<file path="config.mk">
export PLATFORM = sky130hd
export DESIGN_NAME = lt24_bus_responder
export DESIGN_NICKNAME = d
export VERILOG_FILES = /design/src/rtl/lt24_pkg.sv /design/src/rtl/lt24_pix_fifo.sv /design/src/rtl/lt24_bus_responder.sv
export SDC_FILE = /design/constraint.sdc
export NUM_CORES = 1
export LEC_CHECK = 0
export CORE_ASPECT_RATIO = 1.2
export CORE_UTILIZATION = 55
export CTS_CLUSTER_DIAMETER = 150
export DETAILED_ROUTE_END_ITERATION = 7
export HOLD_SLACK_MARGIN = 0.12
export PLACE_DENSITY = 0.76
export SYNTH_ARGS = -nofsm -noshare
export SYNTH_HDL_FRONTEND = slang
export SYNTH_SLANG_ARGS = --single-unit
</file>
<file path="constraint.sdc">
create_clock -name clk -period 13.9 [get_ports clk]
set_input_delay 2.78 -clock clk [delete_from_list [all_inputs] [get_ports clk]]
set_output_delay 2.78 -clock clk [all_outputs]
set_load 0.01 [all_outputs]
</file>
<file path="src/rtl/lt24_pkg.sv">
// Shared definitions for the LT24 panel-side bus responder.
//  - ILI9341 command opcodes understood by the responder
//  - FSM state encoding
//  - pixel record carried through the output FIFO
//  - small helpers for window clamping and RDID4 read data
package lt24_pkg;

    localparam logic [7:0] CMD_CASET   = 8'h2A;
    localparam logic [7:0] CMD_PASET   = 8'h2B;
    localparam logic [7:0] CMD_RAMWR   = 8'h2C;
    localparam logic [7:0] CMD_RAMWRC  = 8'h3C;
    localparam logic [7:0] CMD_DISPON  = 8'h29;
    localparam logic [7:0] CMD_DISPOFF = 8'h28;
    localparam logic [7:0] CMD_SWRESET = 8'h01;
    localparam logic [7:0] CMD_RDID4   = 8'hD3;

    typedef enum logic [3:0] {
        ST_IDLE     = 4'd0,
        ST_CASET_P0 = 4'd1,
        ST_CASET_P1 = 4'd2,
        ST_CASET_P2 = 4'd3,
        ST_CASET_P3 = 4'd4,
        ST_PASET_P0 = 4'd5,
        ST_PASET_P1 = 4'd6,
        ST_PASET_P2 = 4'd7,
        ST_PASET_P3 = 4'd8,
        ST_RAMWR    = 4'd9
    } lt24_state_e;

    typedef struct packed {
        logic [8:0]  x;
        logic [8:0]  y;
        logic [15:0] rgb;
    } lt24_pix_t;

    localparam lt24_pix_t PIX_ZERO = '{x: 9'd0, y: 9'd0, rgb: 16'h0000};

    // Limit a 16-bit window address to the last valid line/column.
    function automatic logic [8:0] clamp_coord(input logic [15:0] v, input logic [15:0] lim);
        logic [8:0] r;
        if (v > lim) begin
            r = lim[8:0];
        end else begin
            r = v[8:0];
        end
        return r;
    endfunction

    // RDID4 returns a fixed four-word identification sequence, then zeros.
    function automatic logic [15:0] rdid4_word(input logic [2:0] idx);
        logic [15:0] r;
        case (idx)
            3'd2:    r = 16'h0093;
            3'd3:    r = 16'h0041;
            default: r = 16'h0000;
        endcase
        return r;
    endfunction

endpackage

</file>
<file path="src/rtl/lt24_pix_fifo.sv">
// Synchronous pixel FIFO for the LT24 responder.
//  i_clk/i_reset_n : clock, async active-low reset
//  i_flush         : synchronous empty (takes priority over push/pop)
//  i_push/i_push_data : write request and pixel
//  i_pop           : read request (ignored when empty)
//  o_head          : pixel at the FIFO head
//  o_full/o_empty  : occupancy flags
//  o_drop          : a push was refused because the FIFO was full
// A push into a full FIFO succeeds when a pop happens in the same cycle.
module lt24_pix_fifo
    import lt24_pkg::*;
#(
    parameter int DEPTH = 4
) (
    input  logic      i_clk,
    input  logic      i_reset_n,
    input  logic      i_flush,
    input  logic      i_push,
    input  lt24_pix_t i_push_data,
    input  logic      i_pop,
    output lt24_pix_t o_head,
    output logic      o_full,
    output logic      o_empty,
    output logic      o_drop
);
    localparam int AW = (DEPTH > 1) ? $clog2(DEPTH) : 1;
    localparam logic [AW-1:0] PTR_ONE = AW'(1);
    localparam logic [AW:0]   CNT_ONE = (AW+1)'(1);
    localparam logic [AW:0]   CNT_MAX = (AW+1)'(DEPTH);

    lt24_pix_t     r_mem [DEPTH];
    logic [AW-1:0] r_wr_ptr;
    logic [AW-1:0] r_rd_ptr;
    logic [AW:0]   r_count;
    logic          w_do_pop;
    logic          w_do_push;

    assign o_full    = (r_count == CNT_MAX);
    assign o_empty   = (r_count == (AW+1)'(0));
    assign w_do_pop  = i_pop && !o_empty && !i_flush;
    assign w_do_push = i_push && !i_flush && (!o_full || w_do_pop);
    assign o_drop    = i_push && !i_flush && o_full && !w_do_pop;
    assign o_head    = r_mem[r_rd_ptr];

    // Pointer and occupancy bookkeeping.
    always_ff @(posedge i_clk or negedge i_reset_n) begin
        if (!i_reset_n) begin
            r_wr_ptr <= '0;
            r_rd_ptr <= '0;
            r_count  <= '0;
        end else if (i_flush) begin
            r_wr_ptr <= '0;
            r_rd_ptr <= '0;
            r_count  <= '0;
        end else begin
            if (w_do_push) begin
                r_wr_ptr <= r_wr_ptr + PTR_ONE;
            end
            if (w_do_pop) begin
                r_rd_ptr <= r_rd_ptr + PTR_ONE;
            end
            case ({w_do_push, w_do_pop})
                2'b10:   r_count <= r_count + CNT_ONE;
                2'b01:   r_count <= r_count - CNT_ONE;
                default: r_count <= r_count;
            endcase
        end
    end

    // Pixel storage.
    always_ff @(posedge i_clk or negedge i_reset_n) begin
        if (!i_reset_n) begin
            for (int i = 0; i < DEPTH; i++) begin
                r_mem[i] <= PIX_ZERO;
            end
        end else if (w_do_push) begin
            r_mem[r_wr_ptr] <= i_push_data;
        end
    end

endmodule

</file>
<file path="src/rtl/lt24_bus_responder.sv">
// Panel-side emulator of an ILI9341 on the LT24 8080-style bus.
// Decodes cs_n/dc_n/wr_n/d writes into addressed RGB565 pixel writes
// presented through a valid/ready stream (pix_valid/pix_ready, pix_x/y/data).
// Ports: clk, reset_n (async active-low); lcd_cs_n, lcd_dc_n, lcd_wr_n,
// lcd_rd_n, lcd_d[15:0], lcd_reset_n (bus, asynchronous to clk);
// lcd_d_out/lcd_d_oe (read return); pix_* stream; disp_on; overflow (sticky).
// Optional feature macro: LT24_RESP_READ_EN enables RDID4 (0xD3) read-back.
module lt24_bus_responder
    import lt24_pkg::*;
#(
    parameter int H_RES       = 240,
    parameter int V_RES       = 320,
    parameter int SYNC_STAGES = 2,
    parameter int FIFO_DEPTH  = 4
) (
    input  logic        clk,
    input  logic        reset_n,
    input  logic        lcd_cs_n,
    input  logic        lcd_dc_n,
    input  logic        lcd_wr_n,
    input  logic        lcd_rd_n,
    input  logic [15:0] lcd_d,
    input  logic        lcd_reset_n,
    output logic [15:0] lcd_d_out,
    output logic        lcd_d_oe,
    output logic        pix_valid,
    input  logic        pix_ready,
    output logic [8:0]  pix_x,
    output logic [8:0]  pix_y,
    output logic [15:0] pix_data,
    output logic        disp_on,
    output logic        overflow
);
    localparam logic [8:0]  EC_RST = 9'(H_RES - 1);
    localparam logic [8:0]  EP_RST = 9'(V_RES - 1);
    localparam logic [15:0] H_LIM  = 16'(H_RES - 1);
    localparam logic [15:0] V_LIM  = 16'(V_RES - 1);

    // control sync bits: {lcd_reset_n, wr_n, dc_n, cs_n}
    logic [3:0]  r_ctl_sync [SYNC_STAGES];
    logic [15:0] r_d_sync   [SYNC_STAGES];
    logic        r_wr_prev;
    logic        r_evt;
    logic        r_evt_dc_n;
    logic [15:0] r_evt_d;
    lt24_state_e r_state;
    lt24_state_e w_state_nxt;
    logic [15:0] r_p_start;
    logic [7:0]  r_p_end_hi;
    logic [8:0]  r_sc, r_ec, r_sp, r_ep, r_x, r_y;
    logic        r_disp_on, r_overflow;

    logic        w_cs_n, w_dc_n, w_wr_n, w_lrst, w_wr_rise;
    logic        w_push, w_soft_rst, w_set_ptr, w_disp_set, w_disp_clr;
    logic        w_ld_p0, w_ld_p1, w_ld_p2, w_commit_c, w_commit_p;
    logic [15:0] w_lim;
    logic [8:0]  w_win_start, w_win_end_raw, w_win_end;
    lt24_pix_t   w_head;
    logic        w_full, w_empty, w_drop, w_pop;

    assign w_cs_n    = r_ctl_sync[SYNC_STAGES-1][0];
    assign w_dc_n    = r_ctl_sync[SYNC_STAGES-1][1];
    assign w_wr_n    = r_ctl_sync[SYNC_STAGES-1][2];
    assign w_lrst    = ~r_ctl_sync[SYNC_STAGES-1][3];
    assign w_wr_rise = w_wr_n && !r_wr_prev && !w_cs_n;

    // Input synchronisers; control lines idle high so reset cannot fake a strobe.
    always_ff @(posedge clk or negedge reset_n) begin
        if (!reset_n) begin
            for (int i = 0; i < SYNC_STAGES; i++) begin
                r_ctl_sync[i] <= 4'b1111;
                r_d_sync[i]   <= 16'h0000;
            end
            r_wr_prev <= 1'b1;
        end else begin
            r_ctl_sync[0] <= {lcd_reset_n, lcd_wr_n, lcd_dc_n, lcd_cs_n};
            r_d_sync[0]   <= lcd_d;
            for (int i = 1; i < SYNC_STAGES; i++) begin
                r_ctl_sync[i] <= r_ctl_sync[i-1];
                r_d_sync[i]   <= r_d_sync[i-1];
            end
            r_wr_prev <= w_wr_n;
        end
    end

    // Captured write event; this stage sets the strobe-to-pixel latency.
    always_ff @(posedge clk or negedge reset_n) begin
        if (!reset_n) begin
            r_evt      <= 1'b0;
            r_evt_dc_n <= 1'b0;
            r_evt_d    <= 16'h0000;
        end else begin
            r_evt      <= w_wr_rise;
            r_evt_dc_n <= w_dc_n;
            r_evt_d    <= r_d_sync[SYNC_STAGES-1];
        end
    end

`ifdef LT24_RESP_READ_EN
    logic w_arm, w_disarm;
`endif

    // FSM state register.
    always_ff @(posedge clk or negedge reset_n) begin
        if (!reset_n) begin
            r_state <= ST_IDLE;
        end else begin
            r_state <= w_state_nxt;
        end
    end

    // FSM next-state and command/parameter decode.
    always_comb begin
        w_state_nxt = r_state;
        w_push      = 1'b0;
        w_soft_rst  = 1'b0;
        w_set_ptr   = 1'b0;
        w_disp_set  = 1'b0;
        w_disp_clr  = 1'b0;
        w_ld_p0     = 1'b0;
        w_ld_p1     = 1'b0;
        w_ld_p2     = 1'b0;
        w_commit_c  = 1'b0;
        w_commit_p  = 1'b0;
`ifdef LT24_RESP_READ_EN
        w_arm       = 1'b0;
        w_disarm    = 1'b0;
`endif
        if (w_lrst) begin
            w_state_nxt = ST_IDLE;
            w_soft_rst  = 1'b1;
        end else if (r_evt && !r_evt_dc_n) begin
`ifdef LT24_RESP_READ_EN
            w_disarm = 1'b1;
`endif
            case (r_evt_d[7:0])
                CMD_CASET:   w_state_nxt = ST_CASET_P0;
                CMD_PASET:   w_state_nxt = ST_PASET_P0;
                CMD_RAMWR: begin
                    w_state_nxt = ST_RAMWR;
                    w_set_ptr   = 1'b1;
                end
                CMD_RAMWRC:  w_state_nxt = ST_RAMWR;
                CMD_DISPON: begin
                    w_state_nxt = ST_IDLE;
                    w_disp_set  = 1'b1;
                end
                CMD_DISPOFF: begin
                    w_state_nxt = ST_IDLE;
                    w_disp_clr  = 1'b1;
                end
                CMD_SWRESET: begin
                    w_state_nxt = ST_IDLE;
                    w_soft_rst  = 1'b1;
                end
`ifdef LT24_RESP_READ_EN
                CMD_RDID4: begin
                    w_state_nxt = ST_IDLE;
                    w_arm       = 1'b1;
                end
`endif
                default:     w_state_nxt = ST_IDLE;
            endcase
        end else if (r_evt) begin
            case (r_state)
                ST_CASET_P0: begin w_ld_p0 = 1'b1; w_state_nxt = ST_CASET_P1; end
                ST_CASET_P1: begin w_ld_p1 = 1'b1; w_state_nxt = ST_CASET_P2; end
                ST_CASET_P2: begin w_ld_p2 = 1'b1; w_state_nxt = ST_CASET_P3; end
                ST_CASET_P3: begin w_commit_c = 1'b1; w_state_nxt = ST_IDLE; end
                ST_PASET_P0: begin w_ld_p0 = 1'b1; w_state_nxt = ST_PASET_P1; end
                ST_PASET_P1: begin w_ld_p1 = 1'b1; w_state_nxt = ST_PASET_P2; end
                ST_PASET_P2: begin w_ld_p2 = 1'b1; w_state_nxt = ST_PASET_P3; end
                ST_PASET_P3: begin w_commit_p = 1'b1; w_state_nxt = ST_IDLE; end
                ST_RAMWR:    w_push = 1'b1;
                default:     w_state_nxt = r_state;
            endcase
        end else begin
            w_state_nxt = r_state;
        end
    end

    // Window commit value: clamp both ends, then never let end precede start.
    always_comb begin
        w_lim         = w_commit_c ? H_LIM : V_LIM;
        w_win_start   = clamp_coord(r_p_start, w_lim);
        w_win_end_raw = clamp_coord({r_p_end_hi, r_evt_d[7:0]}, w_lim);
        w_win_end     = (w_win_end_raw < w_win_start) ? w_win_start : w_win_end_raw;
    end

    // Window, pointer, parameter and status registers.
    always_ff @(posedge clk or negedge reset_n) begin
        if (!reset_n) begin
            r_p_start  <= 16'h0000;
            r_p_end_hi <= 8'h00;
            r_sc       <= 9'd0;
            r_ec       <= EC_RST;
            r_sp       <= 9'd0;
            r_ep       <= EP_RST;
            r_x        <= 9'd0;
            r_y        <= 9'd0;
            r_disp_on  <= 1'b0;
            r_overflow <= 1'b0;
        end else if (w_soft_rst) begin
            r_sc       <= 9'd0;
            r_ec       <= EC_RST;
            r_sp       <= 9'd0;
            r_ep       <= EP_RST;
            r_x        <= 9'd0;
            r_y        <= 9'd0;
            r_disp_on  <= 1'b0;
            r_overflow <= 1'b0;
        end else begin
            if (w_ld_p0) r_p_start[15:8] <= r_evt_d[7:0];
            if (w_ld_p1) r_p_start[7:0]  <= r_evt_d[7:0];
            if (w_ld_p2) r_p_end_hi      <= r_evt_d[7:0];
            if (w_commit_c) begin
                r_sc <= w_win_start;
                r_ec <= w_win_end;
            end
            if (w_commit_p) begin
                r_sp <= w_win_start;
                r_ep <= w_win_end;
            end
            // The pointer advances even when the FIFO drops the pixel.
            if (w_set_ptr) begin
                r_x <= r_sc;
                r_y <= r_sp;
            end else if (w_push) begin
                if (r_x == r_ec) begin
                    r_x <= r_sc;
                    r_y <= (r_y == r_ep) ? r_sp : r_y + 9'd1;
                end else begin
                    r_x <= r_x + 9'd1;
                end
            end
            if (w_disp_set) begin
                r_disp_on <= 1'b1;
            end else if (w_disp_clr) begin
                r_disp_on <= 1'b0;
            end
            if (w_drop) r_overflow <= 1'b1;
        end
    end

    assign w_pop = pix_ready && !w_empty;

    lt24_pix_fifo #(.DEPTH(FIFO_DEPTH)) u_fifo (
        .i_clk       (clk),
        .i_reset_n   (reset_n),
        .i_flush     (w_soft_rst),
        .i_push      (w_push),
        .i_push_data ('{x: r_x, y: r_y, rgb: r_evt_d}),
        .i_pop       (w_pop),
        .o_head      (w_head),
        .o_full      (w_full),
        .o_empty     (w_empty),
        .o_drop      (w_drop)
    );

    assign pix_valid = !w_empty;
    assign pix_x     = w_head.x;
    assign pix_y     = w_head.y;
    assign pix_data  = w_head.rgb;
    assign disp_on   = r_disp_on;
    assign overflow  = r_overflow;

`ifdef LT24_RESP_READ_EN
    logic [SYNC_STAGES-1:0] r_rd_sync;
    logic                   r_rd_prev, r_rd_armed, r_oe;
    logic [2:0]             r_rd_idx;
    logic [15:0]            r_dout;
    logic                   w_rd_n, w_rd_fall, w_rd_rise;

    assign w_rd_n    = r_rd_sync[SYNC_STAGES-1];
    assign w_rd_fall = !w_rd_n && r_rd_prev && !w_cs_n && w_dc_n && r_rd_armed;
    assign w_rd_rise = w_rd_n && !r_rd_prev;

    // RDID4 read-back: arm on 0xD3, drive one word per rd_n low pulse.
    always_ff @(posedge clk or negedge reset_n) begin
        if (!reset_n) begin
            r_rd_sync  <= {SYNC_STAGES{1'b1}};
            r_rd_prev  <= 1'b1;
            r_rd_armed <= 1'b0;
            r_rd_idx   <= 3'd0;
            r_oe       <= 1'b0;
            r_dout     <= 16'h0000;
        end else begin
            r_rd_sync <= {r_rd_sync[SYNC_STAGES-2:0], lcd_rd_n};
            r_rd_prev <= w_rd_n;
            if (w_soft_rst) begin
                r_rd_armed <= 1'b0;
                r_rd_idx   <= 3'd0;
            end else if (w_arm) begin
                r_rd_armed <= 1'b1;
                r_rd_idx   <= 3'd0;
            end else if (w_disarm) begin
                r_rd_armed <= 1'b0;
            end else if (w_rd_fall && r_rd_idx != 3'd4) begin
                r_rd_idx <= r_rd_idx + 3'd1;
            end
            if (w_rd_fall) begin
                r_oe   <= 1'b1;
                r_dout <= rdid4_word(r_rd_idx);
            end else if (w_rd_rise) begin
                r_oe   <= 1'b0;
                r_dout <= 16'h0000;
            end
        end
    end

    assign lcd_d_out = r_dout;
    assign lcd_d_oe  = r_oe;
`else
    logic w_unused_rd;
    assign w_unused_rd = lcd_rd_n;
    assign lcd_d_out   = 16'h0000;
    assign lcd_d_oe    = 1'b0;
`endif

endmodule

</file>
After elaboration in Yosys (flattened, before gate mapping)
Cells that the tools add are included.

storage, ports and cells
  logic and storage cells = 191
  input bits = 24
  bits in registers = 286

operators by class
  order comparisons = 6
  eq/ne operators = 23
  bitwise operators = 3
  reductions and logical operators = 39
  mux-type cells = 79
  add/subtract/negate cells = 6

operators by type and width
  kind                                                                     count
  9-bit 2-to-1 mux                                                         21
  136-bit bitwise mux                                                      1
  34-bit 2-to-1 mux                                                        3
  34-bit binary-select mux with 2-bit select                               1
  34-bit demux with 2-bit select                                           1
  8-bit by 6-bit == test with 1-bit output, second input constant          6
  1-bit 2-to-1 mux                                                         41
  16-bit by 9-bit > comparator with 1-bit output                           2
  4-bit case mux with 7 select lines                                       1
  9-bit by 1-bit adder with 9-bit output, second input constant            2
  9-bit == test                                                            2
  4-bit by 3-bit == test with 1-bit output, second input constant          4
  4-bit 2-to-1 mux                                                         3
  4-bit case mux with 3 select lines                                       1
  3-bit nonzero test                                                       4
  1-bit logical AND                                                        11
  2-bit AND reduction                                                      5
  2-bit nonzero test                                                       5
  2-bit OR reduction                                                       5
  9-bit < comparator                                                       1
  9-bit by 2-bit inequality test with 1-bit output, second input constant  1
  4-bit by 2-bit == test with 1-bit output, second input constant          2
  4-bit == test, second input constant                                     2
  8-bit by 1-bit == test with 1-bit output, second input constant          1
  other kinds (18)                                                         30

Logic depth before layout (Yosys ltp)
  depth after elaboration = 12
  depth in mapped cells = 19

Modules after synthesis
From an unflattened synthesis, not the netlist that was laid out.

second synthesis, totals
  cells, all modules = 952
  area, all modules = 13295.3 µm²

by module, submodules not included
  module              cells an instance  instances  area each (µm²)
  lt24_pix_fifo       384                1          6895.4
  lt24_bus_responder  568                1          6399.9

Worst setup path before layout
No wires, ideal clock.

  path type = register to register
  from = register r_ctl_sync[3] (netlist name)
  to = register r_ec[2]
  clock period less this slack = 4.660 ns
  data arrival time = 4.587 ns
  required time = 13.827 ns
  stages on the path, launching flop included = 20
  setup time = 0.073 ns
  setup slack = 9.240 ns
  path through = dfstp_2 -> nand3_1 -> nor2_1 -> nand3_1 -> clkbuf_1 -> clkbuf_1 -> ha_1 -> a21oi_1 -> a21boi_0 -> or3_1 -> o21ai_2 -> mux2_2 -> inv_1 -> ha_1 -> a21o_1 -> a21o_1 -> a211oi_1 -> o21ai_4 -> mux2_2 -> o21ai_1

between the ends
  word-level cells in the longest chain between the ends = 8
  elaborated cells on any way between the ends = 12

ends and longest elaborated chain
  what                                            RTL line                   source
  start, declared                                 lt24_bus_responder.sv:40   logic [3:0] r_ctl_sync [SYNC_STAGES];
  start signal, assigned by index                 lt24_bus_responder.sv:79   r_ctl_sync[i] <= r_ctl_sync[i-1];
  1-bit 2-to-1 mux                                lt24_bus_responder.sv:129  if (w_lrst) begin
  9-bit 2-to-1 mux                                lt24_bus_responder.sv:184  w_lim = w_commit_c ? H_LIM : V_LIM;
  16-bit by 9-bit > comparator with 1-bit output  lt24_pkg.sv:41             if (v > lim) begin
  9-bit 2-to-1 mux                                lt24_pkg.sv:41
  9-bit < comparator                              lt24_bus_responder.sv:187  w_win_end = (w_win_end_raw < w_win_start) ? w_win_start : w_win_end_raw;
  9-bit 2-to-1 mux                                lt24_bus_responder.sv:187
  9-bit 2-to-1 mux                                lt24_bus_responder.sv:216  if (w_commit_c) begin
  9-bit 2-to-1 mux                                lt24_bus_responder.sv:203  end else if (w_soft_rst) begin
  end signal, assigned                            lt24_bus_responder.sv:218  r_ec <= w_win_end;
  end, declared                                   lt24_bus_responder.sv:50   logic [8:0] r_sc, r_ec, r_sp, r_ep, r_x, r_y;

Several ways; a longest one is shown, not always the timed one. The select of a mux whose other input is x is not followed.
A chain may end at the register's enable or synchronous reset.

Worst setup path in the final report
  from = register r_ctl_sync[3] (netlist name)
  to = register r_ep[6]

between the ends
  word-level cells in the longest chain between the ends = 8
  elaborated cells on any way between the ends = 13

ends and longest elaborated chain
  what                                            RTL line                   source
  1-bit 2-to-1 mux                                lt24_bus_responder.sv:129
  9-bit 2-to-1 mux                                lt24_bus_responder.sv:184
  16-bit by 9-bit > comparator with 1-bit output  lt24_pkg.sv:41
  9-bit 2-to-1 mux                                lt24_pkg.sv:41
  9-bit < comparator                              lt24_bus_responder.sv:187
  9-bit 2-to-1 mux                                lt24_bus_responder.sv:187
  9-bit 2-to-1 mux                                lt24_bus_responder.sv:220  if (w_commit_p) begin
  9-bit 2-to-1 mux                                lt24_bus_responder.sv:203
  end signal, assigned                            lt24_bus_responder.sv:222  r_ep <= w_win_end;
  end, declared                                   lt24_bus_responder.sv:50

Several ways; a longest one is shown, not always the timed one. The select of a mux whose other input is x is not followed.

==> results.sh <==
export IMPL_outcome="completed"
export IMPL_dp_final_hpwl_um=14900
export IMPL_critPathArrivalTime_ns=6.04
export IMPL_fp_dieW_um=141
export IMPL_drive_above_1_share_pct=29.1
export IMPL_setup_viol=0
export IMPL_min_path_type="flip-flop to flip-flop"
export IMPL_r2r_end="r_ep[6]$_DFFE_PN0P_"
export IMPL_yosysUniqueCellTypes=64
export IMPL_cts_repair_resized=0
export IMPL_power_density_nw_per_um2=116
export IMPL_fill_cells=1761
export IMPL_worst_pin_slew_ns=1.08
export IMPL_peakVddDrop_v=0.000107
export IMPL_power_total_w=0.00167
export IMPL_grt_pass1_wl_um=39800
export IMPL_antenna_found_initial=0
export IMPL_fp_row_count=60
export IMPL_async_reset_ff_share_pct=100
export IMPL_clk_path_buf_depth=3
export IMPL_r2r_cells=18
export IMPL_synth_seq_area_share_pct=56.1
export IMPL_io_buffers=59
export IMPL_r2r_start="r_ctl_sync[3]$_DFF_PN1_"
export IMPL_slew_headroom_pct=27.5
export IMPL_critical_path_class="flip-flop to flip-flop"
export IMPL_whs_ns=0.345
export IMPL_drtPass1Iterations=4
export IMPL_routedWlPerCell_um=17.9
export IMPL_area_growth_pct=12.3
export IMPL_final_area_um2=14400
export IMPL_overflow=0
export IMPL_syn_area_per_cell_um2=13.2
export IMPL_die_area_um2=23900
export IMPL_grt_pass1_vias=7597
export IMPL_regArea_um2=7190
export IMPL_drv_slew=0
export IMPL_drv_cap=0
export IMPL_ys_ff_latch=286
export IMPL_fmaxAchievable_mhz=177
export IMPL_hold_depth=0
export IMPL_clkSinkCount=286
export IMPL_synth_flop_cell="dfrtp_1"
export IMPL_hold_path_end="r_evt_d[15]$_DFF_PN0_"
export IMPL_gp_congestion=0.815
export IMPL_drtIter0Drc=429
export IMPL_p_leak_nw=6.72
export IMPL_placed_cell_area_um2=13500
export IMPL_cts_root_buf="clkbuf_16"
export IMPL_vias_per_cell=5.73
export IMPL_required_ns=14.28
export IMPL_cts_hold_fix_buffers=0
export IMPL_routed_wl_um=23800
export IMPL_clk_pin_slew_ns=0.06
export IMPL_holdCritStartpoint="r_d_sync[15]$_DFF_PN0_"
export IMPL_numCtsBuffers=27
export IMPL_start_util_pct=56.5
export IMPL_period_needed_ns=5.66
export IMPL_cts_tree="built"
export IMPL_netlist_instances=974
export IMPL_htree_levels=1
export IMPL_io_pins=78
export IMPL_ant_nets=0
export IMPL_grt_max_degree=178
export IMPL_clk_latency_ns=0.53
export IMPL_coreArea_um2=22700
export IMPL_cts_setup_buffers=0
export IMPL_r2r_setup_slack_ns=8.24
export IMPL_worstSetupStartpointType="flip-flop"
export IMPL_hold_viol_final=0
export IMPL_nets=1050
export IMPL_ys_warn_count=0
export IMPL_crit_fanout=28
export IMPL_synth_edff_count=0
export IMPL_finalSetupTns_ns=0
export IMPL_drcViolationCount=0
export IMPL_rsz0062_at_grt="no"
export IMPL_end_kind="flip-flop"
export IMPL_multi_input_area_um2=5220
export IMPL_diodes=0
export IMPL_synth_area_um2=12800
export IMPL_min_period_over_period_pct=40.7
export IMPL_vias=7644
export IMPL_grtUsageTotal_pct=20.9
export IMPL_fp_dieH_um=169
export IMPL_fin_worst_skew_ns=0.0102
## worst max-delay path, stage by stage (launching register included)
cell and delay (ns):
dfstp_2 0.59, nand3_1 0.15, nor2_1 0.24, nand3_1 0.11
buf_4 0.24, inv_1 0.69, ha_1 0.39, a21boi_0 0.16
or3_1 0.43, o21ai_2 0.19, mux2_2 0.42, inv_1 0.08
ha_1 0.23, a21o_1 0.16, a21o_1 0.18, a211oi_1 0.50
o21ai_4 0.22, mux2i_1 0.40, o21ai_0 0.13
## cell families after synthesis
group                      share of synthesized area, %
AOI/OAI and AO/OA                                  6.12
xor gates and xnor gates                           1.57
adders and majority gates                          2.31
buffers and inverters                              3.63
DFF                                                56.1
muxes                                              22.0
other                                            0.0293
and+or+nand+nor                                    8.22
## layout make-up
type	count	share of cell area, %
clock inverters	7	0.635
clock buffers	43	5.46
repair buffers	67	4.64
multi-input cells	607	36.3
flip-flops and latches	286	49.9
well taps	310	2.70
inverters	14	0.365
## sequential cells by signal, summed over array words and instances, names as in the netlist, 2 cells and up
name and cells:
u_fifo.r_rd_ptr 2, r_ec 9, r_sc 9, u_fifo.r_count 3
r_evt_d 16, r_ep 9, r_state 4, r_x 9
u_fifo.r_wr_ptr 2, r_ctl_sync 8, r_p_start 16, r_sp 9
r_y 9, u_fifo.r_mem 136, r_p_end_hi 8, r_d_sync 32
## stage by stage
stage,utilization (%),worst slack (ns),instances
finish,63.5,8.24,1334
detailed placement,59.6,8.34,1284
CTS,63.5,8.31,1334
global placement,59.6,8.39,1284
global route,63.5,7.92,1334
floorplan,-,9.24,990
## worst max-delay path by stage
stage               depth (start not counted)                   to                     from
finish                                     18  r_ep[6]$_DFFE_PN0P_  r_ctl_sync[3]$_DFF_PN1_
global route                               18  r_ep[6]$_DFFE_PN0P_  r_ctl_sync[3]$_DFF_PN1_
CTS                                        18  r_ep[6]$_DFFE_PN0P_  r_ctl_sync[3]$_DFF_PN1_
detailed placement                         18  r_ep[6]$_DFFE_PN0P_  r_ctl_sync[3]$_DFF_PN1_
global placement                           18  r_ep[6]$_DFFE_PN0P_  r_ctl_sync[3]$_DFF_PN1_
floorplan                                  19  r_ec[2]$_DFFE_PN1P_  r_ctl_sync[3]$_DFF_PN1_
## cell usage after synthesis, types with 5 or more instances
cell,n,area [um2]
nand4_1,11,68.8
nor2b_1,5,31.3
nand2_1,23,86.3
dfrtp_1,263,6580
buf_2,19,95.1
xnor2_1,17,149
nor3_1,20,100
nor2_1,52,195
mux2i_1,13,130
mux4_2,34,766
and3_1,8,50.1
xor2_1,6,52.6
a21oi_1,46,230
ha_1,22,275
o21ai_1,20,100
a211oi_1,11,82.6
inv_1,14,52.6
clkbuf_1,39,146
o21ai_0,37,185
dfstp_2,23,604
mux2_2,171,1930
buf_4,18,135
nand3_1,28,140
nor3b_1,12,90.1
## power breakdown
group | internal [W] | switching [W]
registers | 0.000844 | 0.00000974
logic | 0.0000318 | 0.0000583
clock network | 0.000424 | 0.000297
total | 0.00130 | 0.000365
## layout by cell type, fill, tap and decap left out, types with 11 or more instances in the layout
cell type        synthesis  layout
a211oi_1                11      11
a21oi_1                 46      46
clkbuf_1                39      11
clkbuf_16                0      27
clkdlybuf4s50_1          0      58
conb_1                   1      17
dfrtp_1                263     262
dfstp_2                 23      23
ha_1                    22      22
inv_1                   14      14
mux2_2                 171     171
mux2i_1                 13      13
mux4_2                  34      34
nand2_1                 23      23
nand3_1                 28      28
nand4_1                 11      11
nor2_1                  52      52
nor3_1                  20      20
nor3b_1                 12      12
o21ai_0                 37      37
o21ai_1                 20      20
xnor2_1                 17      17
## per-layer routing
| layer | share of wire, % | GRT usage, % | vias to the layer above |
|---|---|---|---|
| met2 | 50 | 35.5 | 138 |
| met3 | 3.2 | 2.57 | 35 |
| met4 | 2.1 | 5.67 | 0 |
| met1 | 44 | 28.7 | 3947 |
| li1 | - | - | 3524 |
| met5 | 0 | 0 | - |
No activity file was read; power rests on OpenSTA's default activity.
